$ cat src/rtl/rst_seq_ctrl.sv
// Reset/run sequencer: drives a programmable train of DUT reset pulses, then a
// bounded run window that ends by halt, timeout, or restart on request.
module rst_seq_ctrl #(
   parameter int N_PULSES     = 2,
   parameter int FIRST_CYC    = 2,
   parameter int GAP_CYC      = 2,
   parameter int REASSERT_CYC = 10,
   parameter int RUN_CYC      = 100,
   parameter int CNT_W        = 16,
   parameter bit RST_POL      = 1'b1
) (
   input  logic             clk,
   input  logic             rst,
   input  logic             halt_i,
   input  logic             rerun_i,
   output logic             dut_rst,
   output logic [1:0]       phase,
   output logic [CNT_W-1:0] pulse_idx,
   output logic [CNT_W-1:0] run_cycles,
   output logic             done,
   output logic             halted,
   output logic             timeout
);

   typedef enum logic [1:0] {
      S_ASSERT = 2'd0,
      S_GAP    = 2'd1,
      S_RUN    = 2'd2,
      S_DONE   = 2'd3
   } state_t;

   localparam logic [CNT_W-1:0] FIRST_LAST = CNT_W'(FIRST_CYC - 1);
   localparam logic [CNT_W-1:0] REAS_LAST  = CNT_W'(REASSERT_CYC - 1);
   localparam logic [CNT_W-1:0] GAP_LAST   = CNT_W'(GAP_CYC - 1);
   localparam logic [CNT_W-1:0] RUN_LAST   = CNT_W'(RUN_CYC - 1);
   localparam logic [CNT_W-1:0] LAST_PULSE = CNT_W'(N_PULSES - 1);
   localparam logic [CNT_W-1:0] ONE        = CNT_W'(1);

   state_t           state;
   logic [CNT_W-1:0] cnt;
   logic [CNT_W-1:0] len_last;

   // Only the first pulse uses the short hold length.
   assign len_last = (pulse_idx == '0) ? FIRST_LAST : REAS_LAST;

   always_ff @(posedge clk) begin
      if (rst) begin
         state      <= S_ASSERT;
         cnt        <= '0;
         pulse_idx  <= '0;
         run_cycles <= '0;
         halted     <= 1'b0;
         timeout    <= 1'b0;
      end else begin
         case (state)
            S_ASSERT: begin
               if (cnt == len_last) begin
                  cnt   <= '0;
                  state <= (pulse_idx < LAST_PULSE) ? S_GAP : S_RUN;
               end else begin
                  cnt <= cnt + ONE;
               end
            end
            S_GAP: begin
               if (cnt == GAP_LAST) begin
                  cnt       <= '0;
                  pulse_idx <= pulse_idx + ONE;
                  state     <= S_ASSERT;
               end else begin
                  cnt <= cnt + ONE;
               end
            end
            S_RUN: begin
               cnt <= cnt + ONE;
               if (run_cycles != '1) run_cycles <= run_cycles + ONE;
               // Halt takes priority over window expiry on the same cycle.
               if (halt_i) begin
                  state  <= S_DONE;
                  halted <= 1'b1;
               end else if (cnt == RUN_LAST) begin
                  state   <= S_DONE;
                  timeout <= 1'b1;
               end
            end
            S_DONE: begin
               if (rerun_i) begin
                  state      <= S_ASSERT;
                  cnt        <= '0;
                  pulse_idx  <= '0;
                  run_cycles <= '0;
                  halted     <= 1'b0;
                  timeout    <= 1'b0;
               end
            end
            default: state <= S_ASSERT;
         endcase
      end
   end

   assign dut_rst = (state == S_ASSERT) ? RST_POL : ~RST_POL;
   assign phase   = state;
   assign done    = (state == S_DONE);

endmodule
$ cat config.mk
export PLATFORM = sky130hd
export DESIGN_NAME = rst_seq_ctrl
export DESIGN_NICKNAME = d
export VERILOG_FILES = /design/src/rtl/rst_seq_ctrl.sv
export SDC_FILE = /design/constraint.sdc
export NUM_CORES = 1
export LEC_CHECK = 0
export ABC_AREA = 1
export CAP_MARGIN = 10
export CORE_UTILIZATION = 33
export DETAILED_ROUTE_END_ITERATION = 10
export SLEW_MARGIN = 15
export SYNTH_ARGS = -nofsm -noshare
export SYNTH_HDL_FRONTEND = slang
export SYNTH_SLANG_ARGS = --single-unit
$ cat constraint.sdc
create_clock -name clk -period 2.45 [get_ports clk]
set_clock_uncertainty 0.1 [all_clocks]
set_input_delay 0.245 -clock clk [delete_from_list [all_inputs] [get_ports clk]]
set_output_delay 0.245 -clock clk [all_outputs]
set_load 0.02 [all_outputs]
==> flow_summary.ini <==
[die]
rows = 35
dieArea_um2 = 10100
die_h_um = 100
start_util = 0.342
core-area_um2 = 9330
die_width_um = 100
pin_count = 42

[cts]
cts_made_buffers = 5
worstSkewPairLatency_ns = 0.32
cts_max_level = 2
cts_sinks = 52
cts_tree = yes
cts_root_buf = clkbuf_8
cts_resized = 0
cts_buffer_depth = 2
cts_hold_buf = 0
postCtsSetupRepairBufs = 0
path_clk_slew_ns = 0.11

[drt]
ant_nets = 0
dr.first_iter.drc_count = 139
vias_per_cell = 4.83
wl_per_cell_um = 11.9
dr.pass1.iters = 4
wirelength_um = 8070
drc_errors = 0
via_count = 3283

[global_routing]
grt_pass1_wl_um = 14100
grt_pass1_vias = 3100
antenna_found_initial = 0
grt_usage = 0.173
grt_max_degree = 28
grt.overflow.total = 0

[layout]
antenna_cells = 0
fin_nets = 560
area_delta_synth_final_pct = 20.2
drive_gt1_frac = 0.0635

[job]
maxCapViolCount = 0

[worst_setup_path]
worst_setup_path_end_kind = primary output
crit_chain = nand2_4 -> inv_4 -> clkdlybuf4s50_1
rrSetupSlack_ns = 0.34
path_delay_family = buffers and inverters
cpPeakStageDelay_ns = 0.63
start_kind = flop
slowest_stage = clkdlybuf4s50_1
worstPathRequired_ns = 2.11
critPathKind = flop to primary output
cp_max_fo = 15
path_buf_inv = 2
worstPathArrival_ns = 1.84

[pwr]
p_per_area_nw_per_um2 = 494
total_leakage_power_nw = 1.36
ir_drop_mv = 0.257
fin_total_pwr_w = 0.00190

[synthesis]
syn_nets = 518
syn_inst = 508
yosysTopAreaCellShare = 0.326
synth_compound_area_frac = 0.0925
synthAdderAreaFrac = 0.0235
synth_top_cell_by_area = dfxtp_1
synth_top_family_by_area = simple AND/OR/NAND/NOR gates
synth.cell_area_um2 = 3190
seq_area_frac_synth = 0.326
yosys.area_share.simple = 0.439
syn_avg_cell_area_um2 = 6.29
ys_ff_latch = 52
synth.mux.area_fraction = 0
synth_xor_xnor_area_share = 0.0466
ys.warnings.count = 0
synth-edff-count = 0
ys.flop_type = dfxtp_1
ys_types = 37
synthArstFlopShare = 0
synth_area_leaders = dfxtp_1 (33%), nand2_1 (15%), nor2_1 (13%)

[placed_design]
port_buffers = 41
dpl.hpwl_um = 6010
gp_congestion = 0.853

[sta]
fin_crit_sh = 0.893
slew_viol_final = 0
final-setup-viol-count = 0
clock.fmax_ghz = 0.457
min_period_ns = 2.19
relSlewSlack = 0.654
worst_slew_pin_slew_ns = 0.519
fin_setup_tns_ns = 0
hold_violations = 0
rsz0062_at_grt = false

[status]
status = finished clean

[hold_path]
hold_path_class = flop to flop
-- per-stage QoR --
stage / worst slack, ns / area (µm²) / utilization / hold slack, ns / std cells
2_1_floorplan: 0.581 / 3190 / - / 0.315 / 508
6_report: 0.263 / 3840 / 0.412 / 0.380 / 680
4_1_cts: 0.228 / 3840 / 0.412 / 0.376 / 680
3_5_place_dp: 0.227 / 3740 / 0.401 / 0.360 / 672
3_3_place_gp: 0.329 / 3740 / 0.401 / 0.365 / 672
5_1_grt: 0.102 / 3840 / 0.412 / 0.397 / 680
-- cells by family after synthesis --
family / count (synthesis)
compound gates: 54
xor+xnor: 17
fa+ha+maj: 6
buf+inv: 57
flops: 52
simple gates: 322
-- power by group --
part	switching (W)	total (W)	internal [W]
Clock	0.000314	0.000551	0.000237
Combinational	0.000269	0.000418	0.000149
Sequential	0.0000499	0.000928	0.000878
-- layout make-up --
type	count	area, µm²
Clock buffer	6	82.6
Clock inverter	2	17.5
Fill cell	1018	5490
Inverter	48	183
Multi-Input combinational cell	399	1920
Sequential cell	52	1040
Tap cell	129	161
Timing Repair Buffer	44	433
-- synthesized netlist by cell type (2+ instances only) --
| master | instances |
|---|---|
| nor2_1 | 114 |
| ha_1 | 6 |
| nor4_1 | 2 |
| inv_1 | 43 |
| xor2_1 | 12 |
| nor2_2 | 5 |
| o21ai_1 | 2 |
| a31o_2 | 2 |
| nand2_4 | 3 |
| nor3_2 | 4 |
| a21oi_1 | 32 |
| xnor2_1 | 5 |
| nand4_1 | 15 |
| inv_2 | 3 |
| nor3_1 | 9 |
| dfxtp_1 | 52 |
| clkbuf_1 | 3 |
| nand2_1 | 129 |
| or2_2 | 2 |
| nand3_1 | 33 |
| buf_2 | 3 |
| o21ai_0 | 11 |
| o211ai_1 | 4 |
-- tightest hold or removal path, cell delays in order (launching register included) --
cell and delay [ns]:
dfxtp_1 0.34, inv_1 0.06, a21oi_1 0.05
-- registers in the layout (all words and copies together), names as in the netlist --
| name | cells |
|---|---|
| halted | 1 |
| run_cycles | 16 |
| pulse_idx | 16 |
| cnt | 16 |
| timeout | 1 |
| phase | 2 |
-- routing by layer --
layer / GRT usage / part of all wire / up-vias / routed length, µm
li1: - / - / 1723 / -
met4: 0.0524 / 0.014 / 0 / 111
met3: 0.0265 / 0.046 / 10 / 368
met1: 0.223 / 0.48 / 1482 / 3840
met5: 0 / 0 / - / 0
met2: 0.296 / 0.46 / 68 / 3750
-- final timing paths --
kind,startpoint,end,cells after the start
max,phase[0],done,3
max reg2reg,phase[0],cnt[0],8
min reg2reg,timeout,timeout,2
min,timeout,timeout,2
-- layout by cell type, fill, tap and decap left out, drive strengths merged, types with 6 or more instances in the layout --
cell / Yosys / layout
clkbuf: 3 / 6
nand3: 35 / 35
xor2: 12 / 12
nor2: 119 / 119
nor3: 13 / 13
a21oi: 32 / 32
nand2: 133 / 133
clkdlybuf4s50: 0 / 41
inv: 47 / 49
dfxtp: 52 / 52
ha: 6 / 6
o21ai: 14 / 14
nand4: 15 / 15
(Power assumes the default switching activity.)
